### src/rtl/uart_rx.sv
// -----------------------------------------------------------------------------
// uart_rx
// Serial 8N1 receiver with a small receive FIFO and a pop interface.
// The receive side of the SoC UART. The line is synchronised, then sampled
// in the middle of each bit. Complete bytes go into a circular FIFO. The MMU
// maps the FIFO head onto a data register and the flags onto a status register.
//
// Parameters
//   CLKS_PER_BIT : clk cycles per serial bit (>= 8)
//   FIFO_DEPTH   : receive FIFO entries (power of two, >= 2)
//
// Ports
//   clk        : system clock
//   rst        : synchronous reset, active-high
//   rx         : asynchronous serial line, idle high
//   read_en    : pop one byte from the FIFO head
//   clear_err  : clear the sticky error flags
//   data       : FIFO head byte, 0x00 when the FIFO is empty
//   rx_valid   : FIFO not empty
//   rx_full    : FIFO full
//   frame_err  : sticky, a stop bit was sampled low
//   overrun    : sticky, a byte arrived while the FIFO was full and was dropped
// -----------------------------------------------------------------------------
module uart_rx #(
    parameter int CLKS_PER_BIT = 868,
    parameter int FIFO_DEPTH   = 4
) (
    input  logic       clk,
    input  logic       rst,
    input  logic       rx,
    input  logic       read_en,
    input  logic       clear_err,
    output logic [7:0] data,
    output logic       rx_valid,
    output logic       rx_full,
    output logic       frame_err,
    output logic       overrun
);

    localparam int CNT_W = $clog2(CLKS_PER_BIT);
    localparam int PTR_W = $clog2(FIFO_DEPTH);
    localparam int FCNT_W = PTR_W + 1;

    localparam logic [CNT_W-1:0]  CNT_FULL = CNT_W'(CLKS_PER_BIT - 1);
    localparam logic [CNT_W-1:0]  CNT_HALF = CNT_W'(CLKS_PER_BIT / 2 - 1);
    localparam logic [FCNT_W-1:0] DEPTH_C  = FCNT_W'(FIFO_DEPTH);

    typedef enum logic [2:0] {
        ST_IDLE,
        ST_START,
        ST_DATA,
        ST_STOP,
        ST_WAIT_IDLE
    } state_e;

    // ---------------------------------------------------------------- state
    state_e              state_q, state_d;
    logic [CNT_W-1:0]    cnt_q, cnt_d;
    logic [2:0]          bit_idx_q, bit_idx_d;
    logic [7:0]          shift_q, shift_d;
    logic                sync1_q, sync1_d;
    logic                sync2_q, sync2_d;
    logic [PTR_W-1:0]    wr_ptr_q, wr_ptr_d;
    logic [PTR_W-1:0]    rd_ptr_q, rd_ptr_d;
    logic [FCNT_W-1:0]   count_q, count_d;
    logic                frame_err_q, frame_err_d;
    logic                overrun_q, overrun_d;
    logic [7:0]          mem_q [FIFO_DEPTH];

    logic rx_s;
    logic push;
    logic frame_evt;
    logic pop;
    logic fifo_full;
    logic mem_we;
    logic overrun_evt;

    // Two-flop synchroniser. The FSM looks only at rx_s.
    assign sync1_d = rx;
    assign sync2_d = sync1_q;
    assign rx_s    = sync2_q;

    // ------------------------------------------------------------ receiver FSM
    always_comb begin
        // NOTE: every signal gets a default first, so no path through the case can infer a latch.
        state_d   = state_q;
        cnt_d     = cnt_q;
        bit_idx_d = bit_idx_q;
        shift_d   = shift_q;
        push      = 1'b0;
        frame_evt = 1'b0;

        unique case (state_q)
            ST_IDLE: begin
                if (!rx_s) begin
                    state_d = ST_START;
                    cnt_d   = '0;
                end
            end
            ST_START: begin
                // Check the line again in the middle of the start bit, so a short low glitch is ignored.
                if (cnt_q == CNT_HALF) begin
                    cnt_d = '0;
                    if (!rx_s) begin
                        state_d   = ST_DATA;
                        bit_idx_d = '0;
                    end else begin
                        state_d = ST_IDLE;
                    end
                end else begin
                    cnt_d = cnt_q + 1'b1;
                end
            end
            ST_DATA: begin
                if (cnt_q == CNT_FULL) begin
                    cnt_d   = '0;
                    shift_d = {rx_s, shift_q[7:1]};   // LSB arrives first
                    if (bit_idx_q == 3'd7) begin
                        state_d = ST_STOP;
                    end else begin
                        bit_idx_d = bit_idx_q + 1'b1;
                    end
                end else begin
                    cnt_d = cnt_q + 1'b1;
                end
            end
            ST_STOP: begin
                if (cnt_q == CNT_FULL) begin
                    cnt_d = '0;
                    if (rx_s) begin
                        push    = 1'b1;
                        state_d = ST_IDLE;
                    end else begin
                        frame_evt = 1'b1;
                        state_d   = ST_WAIT_IDLE;
                    end
                end else begin
                    cnt_d = cnt_q + 1'b1;
                end
            end
            ST_WAIT_IDLE: begin
                // Hold here while the line stays low, so a break gives only one frame error.
                if (rx_s) begin
                    state_d = ST_IDLE;
                end
            end
            default: state_d = ST_IDLE;
        endcase
    end

    // -------------------------------------------------------------------- FIFO
    assign fifo_full = (count_q == DEPTH_C);
    assign pop       = read_en && (count_q != '0);

    always_comb begin
        mem_we      = 1'b0;
        overrun_evt = 1'b0;
        wr_ptr_d    = wr_ptr_q;
        rd_ptr_d    = rd_ptr_q;
        count_d     = count_q;

        // When the FIFO is full, a pop in the same cycle frees the head slot.
        // That slot is where wr_ptr points, so the push can still go ahead.
        if (push && (pop || !fifo_full)) begin
            mem_we   = 1'b1;
            wr_ptr_d = wr_ptr_q + 1'b1;
        end
        if (push && !pop && fifo_full) begin
            overrun_evt = 1'b1;
        end
        if (pop) begin
            rd_ptr_d = rd_ptr_q + 1'b1;
        end

        if (mem_we && !pop) begin
            count_d = count_q + 1'b1;
        end else if (!mem_we && pop) begin
            count_d = count_q - 1'b1;
        end
    end

    // Sticky flags: a new error in the same cycle as clear_err leaves the flag set.
    assign frame_err_d = (frame_err_q && !clear_err) || frame_evt;
    assign overrun_d   = (overrun_q && !clear_err) || overrun_evt;

    // --------------------------------------------------------------- registers
    always_ff @(posedge clk) begin
        // NOTE: sequential state uses non-blocking assignments, so every flop samples values from before the edge.
        if (rst) begin
            state_q     <= ST_IDLE;
            cnt_q       <= '0;
            bit_idx_q   <= '0;
            shift_q     <= '0;
            sync1_q     <= 1'b1;
            sync2_q     <= 1'b1;
            wr_ptr_q    <= '0;
            rd_ptr_q    <= '0;
            count_q     <= '0;
            frame_err_q <= 1'b0;
            overrun_q   <= 1'b0;
        end else begin
            state_q     <= state_d;
            cnt_q       <= cnt_d;
            bit_idx_q   <= bit_idx_d;
            shift_q     <= shift_d;
            sync1_q     <= sync1_d;
            sync2_q     <= sync2_d;
            wr_ptr_q    <= wr_ptr_d;
            rd_ptr_q    <= rd_ptr_d;
            count_q     <= count_d;
            frame_err_q <= frame_err_d;
            overrun_q   <= overrun_d;
        end
    end

    // NOTE: the storage array has no reset. count gates every read, so stale entries are never seen.
    always_ff @(posedge clk) begin
        if (mem_we) begin
            mem_q[wr_ptr_q] <= shift_q;
        end
    end

    // ----------------------------------------------------------------- outputs
    assign data      = (count_q != '0) ? mem_q[rd_ptr_q] : 8'h00;
    assign rx_valid  = (count_q != '0);
    assign rx_full   = fifo_full;
    assign frame_err = frame_err_q;
    assign overrun   = overrun_q;

endmodule

### config.mk
export PLATFORM = sky130hd
export DESIGN_NAME = uart_rx
export DESIGN_NICKNAME = d
export VERILOG_FILES = /design/src/rtl/uart_rx.sv
export SDC_FILE = /design/constraint.sdc
export NUM_CORES = 1
export LEC_CHECK = 0
export CAP_MARGIN = 10
export CELL_PAD_IN_SITES_DETAIL_PLACEMENT = 0
export CELL_PAD_IN_SITES_GLOBAL_PLACEMENT = 1
export CORE_MARGIN = 8
export CORE_UTILIZATION = 41
export CTS_CLUSTER_SIZE = 24
export DETAILED_ROUTE_END_ITERATION = 10
export DONT_BUFFER_PORTS = 1
export PLACE_DENSITY_LB_ADDON = 0.2
export SETUP_SLACK_MARGIN = 0.1
export SLEW_MARGIN = 20
export SYNTH_ARGS = -nofsm -noshare
export SYNTH_HDL_FRONTEND = slang
export SYNTH_SLANG_ARGS = --single-unit
### constraint.sdc
create_clock -name clk -period 3.3 [get_ports clk]
set_clock_uncertainty 0.1 [all_clocks]
set_input_delay 0.495 -clock clk [delete_from_list [all_inputs] [get_ports clk]]
set_output_delay 0.495 -clock clk [all_outputs]
set_load 0.02 [all_outputs]
### After elaboration in Yosys (flattened, before gate mapping)

Memories as Yosys holds them, arrays and structs flattened. A register that Yosys moved wholly into a read port is not among the register bits.
Cells that the tools add are included.

* register bits: 35
* input bits: 5
* logic and storage cells: 92
* output and inout bits: 12
* memories kept: 1
* bits in writable memories: 32

* reductions and logical operators: 25
* muxes and demuxes: 33
* equality and inequality tests: 16
* add/subtract/negate cells: 6

Memories
* mem_q: depth 4, bits a word 8, read ports 1, clocked after memory_dff 1, write ports 1, line 68 `logic [7:0] mem_q [FIFO_DEPTH];`

Operator list (number)
* 2-to-1 mux 3 bit: 13
* 2-to-1 mux 10 bit: 3
* one-hot mux 10 bit (3 select lines): 1
* inequality test 2 bit (second input constant): 8
* one-hot mux 3 bit (5 select lines): 1
* adder 10 x 1 -> 10 bit (second input constant): 1
* == test 10 bit (second input constant): 1
* == test 10 x 9 -> 1 bit (second input constant): 1
* 2-to-1 mux 1 bit: 10
* == test 3 bit (second input constant): 3
* logical AND 1 bit: 8
* 2-to-1 mux 8 bit: 1
* adder 3 x 1 -> 3 bit (second input constant): 2
* == test 3 x 2 -> 1 bit (second input constant): 2
* 2-to-1 mux 2 bit: 3
* one-hot mux 3 bit (2 select lines): 1
* AND reduction 6 bit: 1
* nonzero test 3 bit: 2
* AND reduction 5 bit: 1
* adder 2 x 1 -> 2 bit (second input constant): 2
* zero test 1 bit: 4
* AND reduction 2 bit: 2
* nonzero test 2 bit: 2
* == test 3 x 1 -> 1 bit (second input constant): 1
* 4 further kinds: 6

### Logic depth before layout (Yosys ltp)

Gate-level depths: netlist of run 1.

* depth after elaboration: 9
* gate-level depth with buffers: 11
* mapped depth without buffers: 10

### Worst setup path before layout of run 1

Ideal clock, no wire load.

* path kind: register -> register
* from: reg state_q[2]
* to: reg count_q[2]
* path buffers: 2
* cell stages (with the launch flop): 12
* slack: 793 ps
* arrival: 2337 ps
* library setup time: 70 ps
* path through: dfxtp_1 buf_6 nand2b_1 buf_2 or3_1 nor2_1 ha_1 inv_1 fa_1 xor2_1 or3_1 a21oi_1

* word-level cells in the longest chain between the ends: 7

RTL lines
* from (decl): line 57 `state_e state_q, state_d;`
* from (signal assigned): line 202 `state_q <= state_d;`
* == test 3 x 2 -> 1 bit (*): line 93 `unique case (state_q)`
* 2-to-1 mux 1 bit (*): line 93
* logical AND 1 bit (*): line 164 `if (push && (pop || !fifo_full)) begin`
* 2-to-1 mux 1 bit (*): line 164
* net mem_we: line 75 `logic mem_we;`
* zero test 1 bit: line 177 `end else if (!mem_we && pop) begin`
* logical AND 1 bit: line 177
* nonzero test 2 bit (no source line)
* to (signal assigned): line 210 `count_q <= count_d;`
* to (decl): line 65 `logic [FCNT_W-1:0] count_q, count_d;`

Mark *: on every way through the listed nets, which the timed path passes. The rest lies on a longest branch.
A chain may end at the register's enable or synchronous reset.

### Worst setup path after layout of run 1

Same ends and word-level chain as after synthesis.

==> metrics.csv, run 1 <==
metric;value;unit
Worst Path Max Fanout;9;
Critical Path, Cell by Cell;nand2b_1 -> or3_1 -> nor2_1 -> ha_1 -> inv_1 -> fa_1 -> xor2_1 -> or3_1 -> a21oi_1;
First-pass DRT Iterations;6;
Filler cells;730;
register bit count reported by yosys;69;
Port Buffers;0;
Post-synth top flop;dfxtp_1;
Die ar.;0.01088;mm2
RSZ-0062 raised after global routing;false;
chip width;104.3;um
initial antenna violation count;0;
Post-Syn Area;0.003197;mm2
min Tclk post-route;2.696;ns
clock buffer depth;2;
Max-Cap Viols;0;
clock slew at reported path FFs;0.08;ns
Worst Setup End Kind;flop;
TritonCTS Buffers;9;
layout cell share with drive strength beyond 1;13.83;%
Slew Limit Fails;0;
ranking of synthesized cells by area;edfxtp_1, dfxtp_1, mux4_2, ha_1, a21oi_1;
pin count of the biggest net entering global routing;43;
synthesized net count;294;
post-layout util;45.32;%
outcome;complete, no violations;
DRT iter0 DRCs;71;
Avg Cell Area, Syn;11.46;um2
sequential area share after synthesis;53.23;%
root buffer cell;clkbuf_8;
Setup CP Type;reg2reg;
most frequent cells after synthesis;dfxtp_1, edfxtp_1, nand2_1;
Crit path required time;3.49;ns
Arr. time, crit path;2.88;ns
Ports;17;
Leak;1.160;nW
H-tree depth;3;
post-CTS setup buffers;0;
total core area;0.007647;mm2
FMAX;0.3709;GHz
Final ANT Viol Nets;0;
Via-to-Cell Ratio;5.253;
Worst Tran Pin Value;0.6988;ns
Total Routing Usage GR;11.66;%
GPL Wtd Cong;0.7812;
DRC;0;
vias;2017;
Final Setup Violations;0;
Row Count;32;
Post-synth EDFFs;32;
final net count;292;
TritonCTS Sinks;69;
clk_lat worst skew;0.35;ns
Netlist cell types;56;
share of flip-flops with an asynchronous set or reset;0;%
CTS tree;done;
most used cell, CP;or3_1;
Final Hold Fails;0;
Final TNS setup;0;ns
total gr overflow;0;
vias in the first global route;1994;
cell count after synthesis;279;
drt wl/cell;15.88;um
Layout area overhead;8.415;%
yosys warns;0;
Synth top area share;30.06;%
post-route clock period utilization;81.70;%
post-detail-place hpwl;4259;um
Ant. Diodes;0;
Setup crit start kind;flop;
max_slew headroom;53.31;%
die height;104.3;um
CP peak stage delay;0.44;ns
worst hold path type;in2reg;
WHS;0.1091;ns
WL final;6096;um
VDD IR max;0.1877;mV
Hold-fix buffers, CTS;0;
cell taking the most area after synthesis;edfxtp_1;
Power per Cell Area;609.6;mW/mm2
first-pass GRT wire length;10050;um
CTS-repair resized insts;0;
most common cell in the netlist;dfxtp_1;
Starting Density;41.80;%
CP max stage cell;or3_1;
-- cell usage in the layout (no fill, tap or decap), types with 6 or more instances in the layout --
cell	Yosys	layout
clkbuf_8	0	9
and2_1	10	10
o22ai_1	9	9
edfxtp_1	32	32
dfxtp_1	37	37
a21oi_1	21	21
nand2_1	24	24
mux4_2	8	8
nor2_1	14	14
ha_1	9	9
nor3_1	6	6
nand3_1	14	14
inv_1	9	9
nand2b_1	7	7
-- per-stage QoR --
step | power (mW) | area, um2 | worst slack (ns) | instances
after global placement | 1.435 | 3258 | 0.6802 | 368
after CTS | 2.146 | 3466 | 0.5793 | 384
after floorplan | 1.360 | 3197 | 0.7927 | 279
after global routing | 2.229 | 3466 | 0.4083 | 384
after detailed placement | 1.437 | 3258 | 0.5970 | 368
final | 2.113 | 3466 | 0.6039 | 384
-- critical path: cells and delay by family, from the launching register on --
family	cells	cell delay (ns)
xor gates and xnor gates	1	0.17
adders and majority gates	2	0.58
and+or+nand+nor	4	1.18
buffers and inverters	1	0.06
AOI/OAI and AO/OA	1	0.14
DFF	1	0.41
-- routing by layer --
layer  vias up  global-route usage [%]  part of all wire (%)
met5         -                       0                     0
met4         0                   5.688                   1.7
met3         8                   3.841                   3.6
met2        30                   19.44                    51
met1       957                   13.06                    44
li1       1022                       -                     -
-- sequential cells by signal (all words and copies together) (netlist names), named ones only --
signal / cells
mem_q: 32
cnt_q: 10
shift_q: 8
bit_idx_q: 3
count_q: 3
state_q: 3
rd_ptr_q: 2
wr_ptr_q: 2
frame_err: 1
overrun: 1
rx_s: 1
sync1_q: 1
-- cell families (layout without fill, tap and decap cells) --
kind of cell / Yosys count / in the layout / synth area share [%]
mux: 11 / 11 / 6.732
fa+ha+maj: 10 / 10 / 4.149
simple gates: 103 / 103 / 18.40
flops: 69 / 69 / 53.23
buf+inv: 25 / 28 / 3.835
xor+xnor: 5 / 5 / 1.370
compound gates: 56 / 56 / 12.29
-- worst paths after layout --
kind | startpoint | end | slack [ns] | cells after the start
worst max-delay path | state_q[2]$_SDFFE_PP0P_ | count_q[2]$_SDFFE_PP0P_ | 0.60 | 9
worst min register to register | sync1_q$_SDFF_PP1_ | rx_s$_SDFF_PP1_ | 0.31 | 1
worst min-delay path | rst | cnt_q[5]$_SDFFE_PP0P_ | 0.11 | 1
worst max register to register | state_q[2]$_SDFFE_PP0P_ | count_q[2]$_SDFFE_PP0P_ | 0.60 | 9
-- where the power goes --
| part | switching, mW | internal, mW | total [mW] |
|---|---|---|---|
| registers | 0.0598 | 0.921 | 0.981 |
| clock network | 0.349 | 0.360 | 0.709 |
| logic | 0.252 | 0.171 | 0.423 |
| total | 0.661 | 1.45 | 2.11 |
-- cell type report --
cell class	count	area (um2)	share of cell area, %
tap	102	127.6	3.682
multi-input combinational	185	1373	39.60
inverter	9	33.78	0.9747
sequential	69	1702	49.10
timing repair buffer	3	22.52	0.6498
clock inverter	7	83.83	2.419
clock buffer	9	123.9	3.574
Power figures use the tool's default switching activity.
==> inputs of run 2 (changes only) <==
clock period = 2.6 ns   (was 3.3 ns; I/O delays follow)
==> metrics.csv, run 2 (synthesized netlist as in run 1, its figures left out) <==
metric;value;unit
Starting Density;41.80;%
clk_lat worst skew;0.35;ns
CTS tree;done;
reg2reg setup slack;0.23;ns
number of flip-flops in the largest register;32;
Metal-1 WL;2877;um
worst-case reg-to-reg path depth;9;
Power per Cell Area;781.2;mW/mm2
Layout area overhead;12.99;%
VDD IR max;0.2476;mV
routed length on met3;248;um
total core area;0.007647;mm2
DR WL met2;3125;um
Placement Cell Area;0.003338;mm2
Row Count;32;
TritonCTS Sinks;69;
initial antenna violation count;0;
Max-Cap Viols;0;
worst hold path type;in2reg;
Via-to-Cell Ratio;5.438;
total gr overflow;0;
max_slew headroom;35.62;%
Ports;17;
commonest non-fill, non-tap cell in the layout;edfxtp_1;
Ant. Diodes;0;
root buffer cell;clkbuf_8;
hold path cells;1;
Critical Path, Cell by Cell;nor4b_1 -> or3_4 -> nor2_2 -> ha_2 -> inv_1 -> fa_2 -> xor2_1 -> or3_1 -> a21oi_1;
RSZ-0062 raised after global routing;false;
die height;104.3;um
WL final;6350;um
clock buffer depth;2;
TritonCTS Buffers;9;
Worst Tran Pin Value;0.9625;ns
Total Routing Usage GR;12.26;%
First-pass DRT Iterations;4;
post-detail-place hpwl;4254;um
post-CTS setup buffers;0;
commonest non-fill, non-tap cells in the layout;edfxtp_1, dfxtp_1, nand2_1;
Crit path required time;2.77;ns
Final Hold Fails;0;
post-route cell area;0.003612;mm2
layout cell share with drive strength beyond 1;21.50;%
chip width;104.3;um
DRC;0;
Setup crit start kind;flop;
CP max stage cell;or3_4;
drt wl/cell;16.08;um
largest register by flop count;mem_q;
Port Buffers;0;
first-pass GRT wire length;10760;um
Die ar.;0.01088;mm2
GPL Wtd Cong;0.7745;
vias in the first global route;2197;
DRT iter0 DRCs;36;
outcome;complete, no violations;
CP peak stage delay;0.40;ns
final net count;303;
Worst Setup End Kind;flop;
min-delay src;rst;
Setup CP Type;reg2reg;
Arr. time, crit path;2.53;ns
Slew Limit Fails;0;
Leak;1.227;nW
FMAX;0.4225;GHz
H-tree depth;3;
Setup crit start;count_q[2]$_SDFFE_PP0P_;
post-route clock period utilization;91.03;%
biggest regs;mem_q (32), cnt_q (10), shift_q (8);
Top Layer Used;met4;
pin count of the biggest net entering global routing;25;
r2r startpoint;count_q[2]$_SDFFE_PP0P_;
Worst Path Max Fanout;5;
Final Setup Violations;0;
worst reg2reg path endpoint;count_q[2]$_SDFFE_PP0P_;
min Tclk post-route;2.367;ns
Final TNS setup;0;ns
vias;2148;
clock slew at reported path FFs;0.08;ns
Final ANT Viol Nets;0;
## run 2: cell types whose count changed in the layout (fill, tap and decap cells not counted), sizes merged
cell         change
buf              +9
bufinv           +1
dlygate4sd3      +2
clkinv           -3
inv              +2
## run 2: how the worst max path moves through the flow
stage	end	slack, ns
floorplan	count_q[2]$_SDFFE_PP0P_	0.12
global placement	count_q[2]$_SDFFE_PP0P_	0.18
detailed placement	count_q[2]$_SDFFE_PP0P_	0.12
CTS	count_q[2]$_SDFFE_PP0P_	0.13
global route	count_q[2]$_SDFFE_PP0P_	0.09
finish	count_q[2]$_SDFFE_PP0P_	0.23
## run 2: metrics by stage
stage | cells | setup slack [ns] | power [mW] | hold slack (ns) | util [%]
global route | 395 | 0.09115 | 2.949 | 0.02739 | 47.23
global placement | 377 | 0.1799 | 1.834 | 0.3004 | 43.65
CTS | 395 | 0.1301 | 2.848 | 0.01561 | 46.97
detailed placement | 377 | 0.1225 | 1.835 | 0.3010 | 43.65
floorplan | 279 | 0.1205 | 1.732 | 0.2895 | -
finish | 395 | 0.2332 | 2.822 | 0.02896 | 47.23
## run 2: layer usage
metal | GRT usage (%) | vias to the layer above
met5 | 0 | -
met4 | 6.515 | 0
met3 | 3.098 | 12
met2 | 20.99 | 37
met1 | 13.67 | 1056
li1 | - | 1043
## run 2: area by class of cell
cell class,count,area (um2)
repair buffers,14,110.1
inverters,9,33.78
well taps,102,127.6
flip-flops and latches,69,1712
clock inverters,7,105.1
fillers,722,4035
multi-input cells,185,1400
clock buffers,9,123.9
## run 2: power by group
part           leakage [nW]  internal, mW  switching, mW
clock                 0.113         0.557          0.455
combinational         0.515         0.228          0.331
sequential            0.599          1.17         0.0772
## run 2: timing repair
item / 4_1_cts / 5_1_grt
hold buffers: 2 / 0
hold endpoints to repair: 24 / 0
resized for setup: 1 / 11
setup endpoints to repair: 1 / 1
## run 2: worst max-delay path, delay by kind of cell, from the launching register on
family          cells  cell delay, ns
fa+ha+maj           2            0.52
buf+inv             1            0.05
simple gates        4            0.96
compound gates      1            0.14
xor+xnor            1            0.17
flops               1            0.34
==> inputs of run 3 (changes only) <==
CORE_UTILIZATION = 51   (was 41)
==> metrics.csv, run 3 (synthesized netlist as in run 1, its figures left out) <==
metric;value;unit
outcome;complete, no violations;
Crit path required time;2.77;ns
total core area;0.006205;mm2
VDD IR max;0.4274;mV
GPL Wtd Cong;0.7476;
Setup crit start kind;flop;
worst-case reg-to-reg path depth;9;
Final WS setup;0.2366;ns
Clk network pwr share;32.3;%
min Tclk post-route;2.363;ns
layout cell share with drive strength beyond 1;19.73;%
Die ar.;0.009057;mm2
Layout area overhead;11.23;%
max_slew headroom;55.21;%
Total Routing Usage GR;14.03;%
Psw;810.2;uW
largest register by flop count;mem_q;
final net count;304;
Worst Path Max Fanout;5;
TritonCTS Buffers;9;
die height;95.17;um
Worst Setup End Kind;flop;
biggest regs;mem_q (32), cnt_q (10), shift_q (8);
FMAX;0.4231;GHz
Comb pwr share;20.8;%
Ports;17;
Max-Cap Viols;0;
Slew Limit Fails;0;
clock slew at reported path FFs;0.08;ns
chip width;95.17;um
number of flip-flops in the largest register;32;
post-CTS setup buffers;0;
Arr. time, crit path;2.53;ns
post-route clock period utilization;90.90;%
Worst Tran Pin Value;0.6704;ns
pre-CTS setup slack;0.1751;ns
sequential share of power;46.9;%
H-tree depth;3;
DRT iter0 DRCs;83;
TritonCTS Sinks;69;
r2r startpoint;count_q[2]$_SDFFE_PP0P_;
Sw Ratio;30.46;%
min-delay src;rst;
P_int;1.849;mW
worst hold path type;in2reg;
Port Buffers;0;
Filler cells;523;
Via-to-Cell Ratio;5.590;
Setup CP Type;reg2reg;
Final Hold Fails;0;
vias;2074;
clock buffer depth;2;
Starting Density;51.52;%
vias in the first global route;1986;
Leak;1.209;nW
hold path cells;1;
root buffer cell;clkbuf_8;
drt wl/cell;15.95;um
total gr overflow;0;
Final ANT Viol Nets;0;
Final TNS setup;0;ns
CTS tree;done;
Setup crit start;count_q[2]$_SDFFE_PP0P_;
RSZ-0062 raised after global routing;false;
first-pass GRT wire length;9804;um
DRC;0;
pin count of the biggest net entering global routing;43;
Power per Cell Area;748.0;mW/mm2
commonest non-fill, non-tap cells in the layout;dfxtp_1, edfxtp_1, nand2_1;
First-pass DRT Iterations;4;
WL final;5916;um
clk_lat worst skew;0.34;ns
initial antenna violation count;0;
Final Setup Violations;0;
Row Count;29;
post-detail-place hpwl;4169;um
Ant. Diodes;0;
==> run 3: cell count changes in the layout (fill, tap and decap cells not counted), moves of 2 or more <==
cell and change:
inv_6 -2, dfxtp_1 +3, dfxtp_2 -3, dlygate4sd3_1 +2, clkinvlp_4 +2
==> run 3: power groups by stage <==
stage	clock network, mW	logic (mW)	registers, mW
2_1_floorplan	0	0.506	1.23
3_3_place_gp	0	0.557	1.27
3_5_place_dp	0	0.556	1.27
4_1_cts	0.882	0.561	1.25
5_1_grt	0.923	0.610	1.26
6_report	0.858	0.553	1.25
==> run 3: area by class of cell <==
cell class                 instances  area, um2  area share, %
clock inverter                     7      75.07          2.111
sequential                        69       1708          48.03
inverter                           9      33.78         0.9500
multi-input combinational        185       1396          39.27
tap                               77      96.34          2.709
timing repair buffer              15      122.6          3.448
clock buffer                       9      123.9          3.483
==> run 3: per-layer routing <==
metal	share of wire [%]	GRT usage, %	vias up
met2	49	23.71	23
met3	3.8	3.622	10
li1	-	-	1037
met5	0	0	-
met1	45	16.46	1004
met4	2.0	6.112	0
==> run 3: critical path, cell delays in order (launching register included) <==
cell and delay [ns]:
dfxtp_1 0.34, nor4b_1 0.17, or3_4 0.40, nor2_2 0.12
ha_2 0.19, inv_1 0.05, fa_2 0.33, xor2_1 0.17
or3_1 0.30, a21oi_1 0.13
==> run 3: final timing paths <==
kind | to | slack [ns]
max reg2reg | count_q[2]$_SDFFE_PP0P_ | 0.24
max | count_q[2]$_SDFFE_PP0P_ | 0.24
min reg2reg | rx_s$_SDFF_PP1_ | 0.34
min | cnt_q[5]$_SDFFE_PP0P_ | 0.02
==> run 3: per-stage QoR <==
stage	total power, mW	util (%)	instances	hold slack, ns	cell area (um2)
3_3_place_gp	1.825	53.18	351	0.3300	3299
6_report	2.660	57.31	371	0.01530	3556
3_5_place_dp	1.827	53.18	351	0.3249	3299
5_1_grt	2.794	57.31	371	0.002017	3556
2_1_floorplan	1.732	-	279	0.2895	3212
4_1_cts	2.689	56.71	369	0.0008281	3518
==> run 3: repair_timing <==
item,4_1_cts,5_1_grt
gates resized for setup,0,8
endpoints found under the hold margin,1,1
hold buffers,2,2
endpoints found under the setup margin,0,1
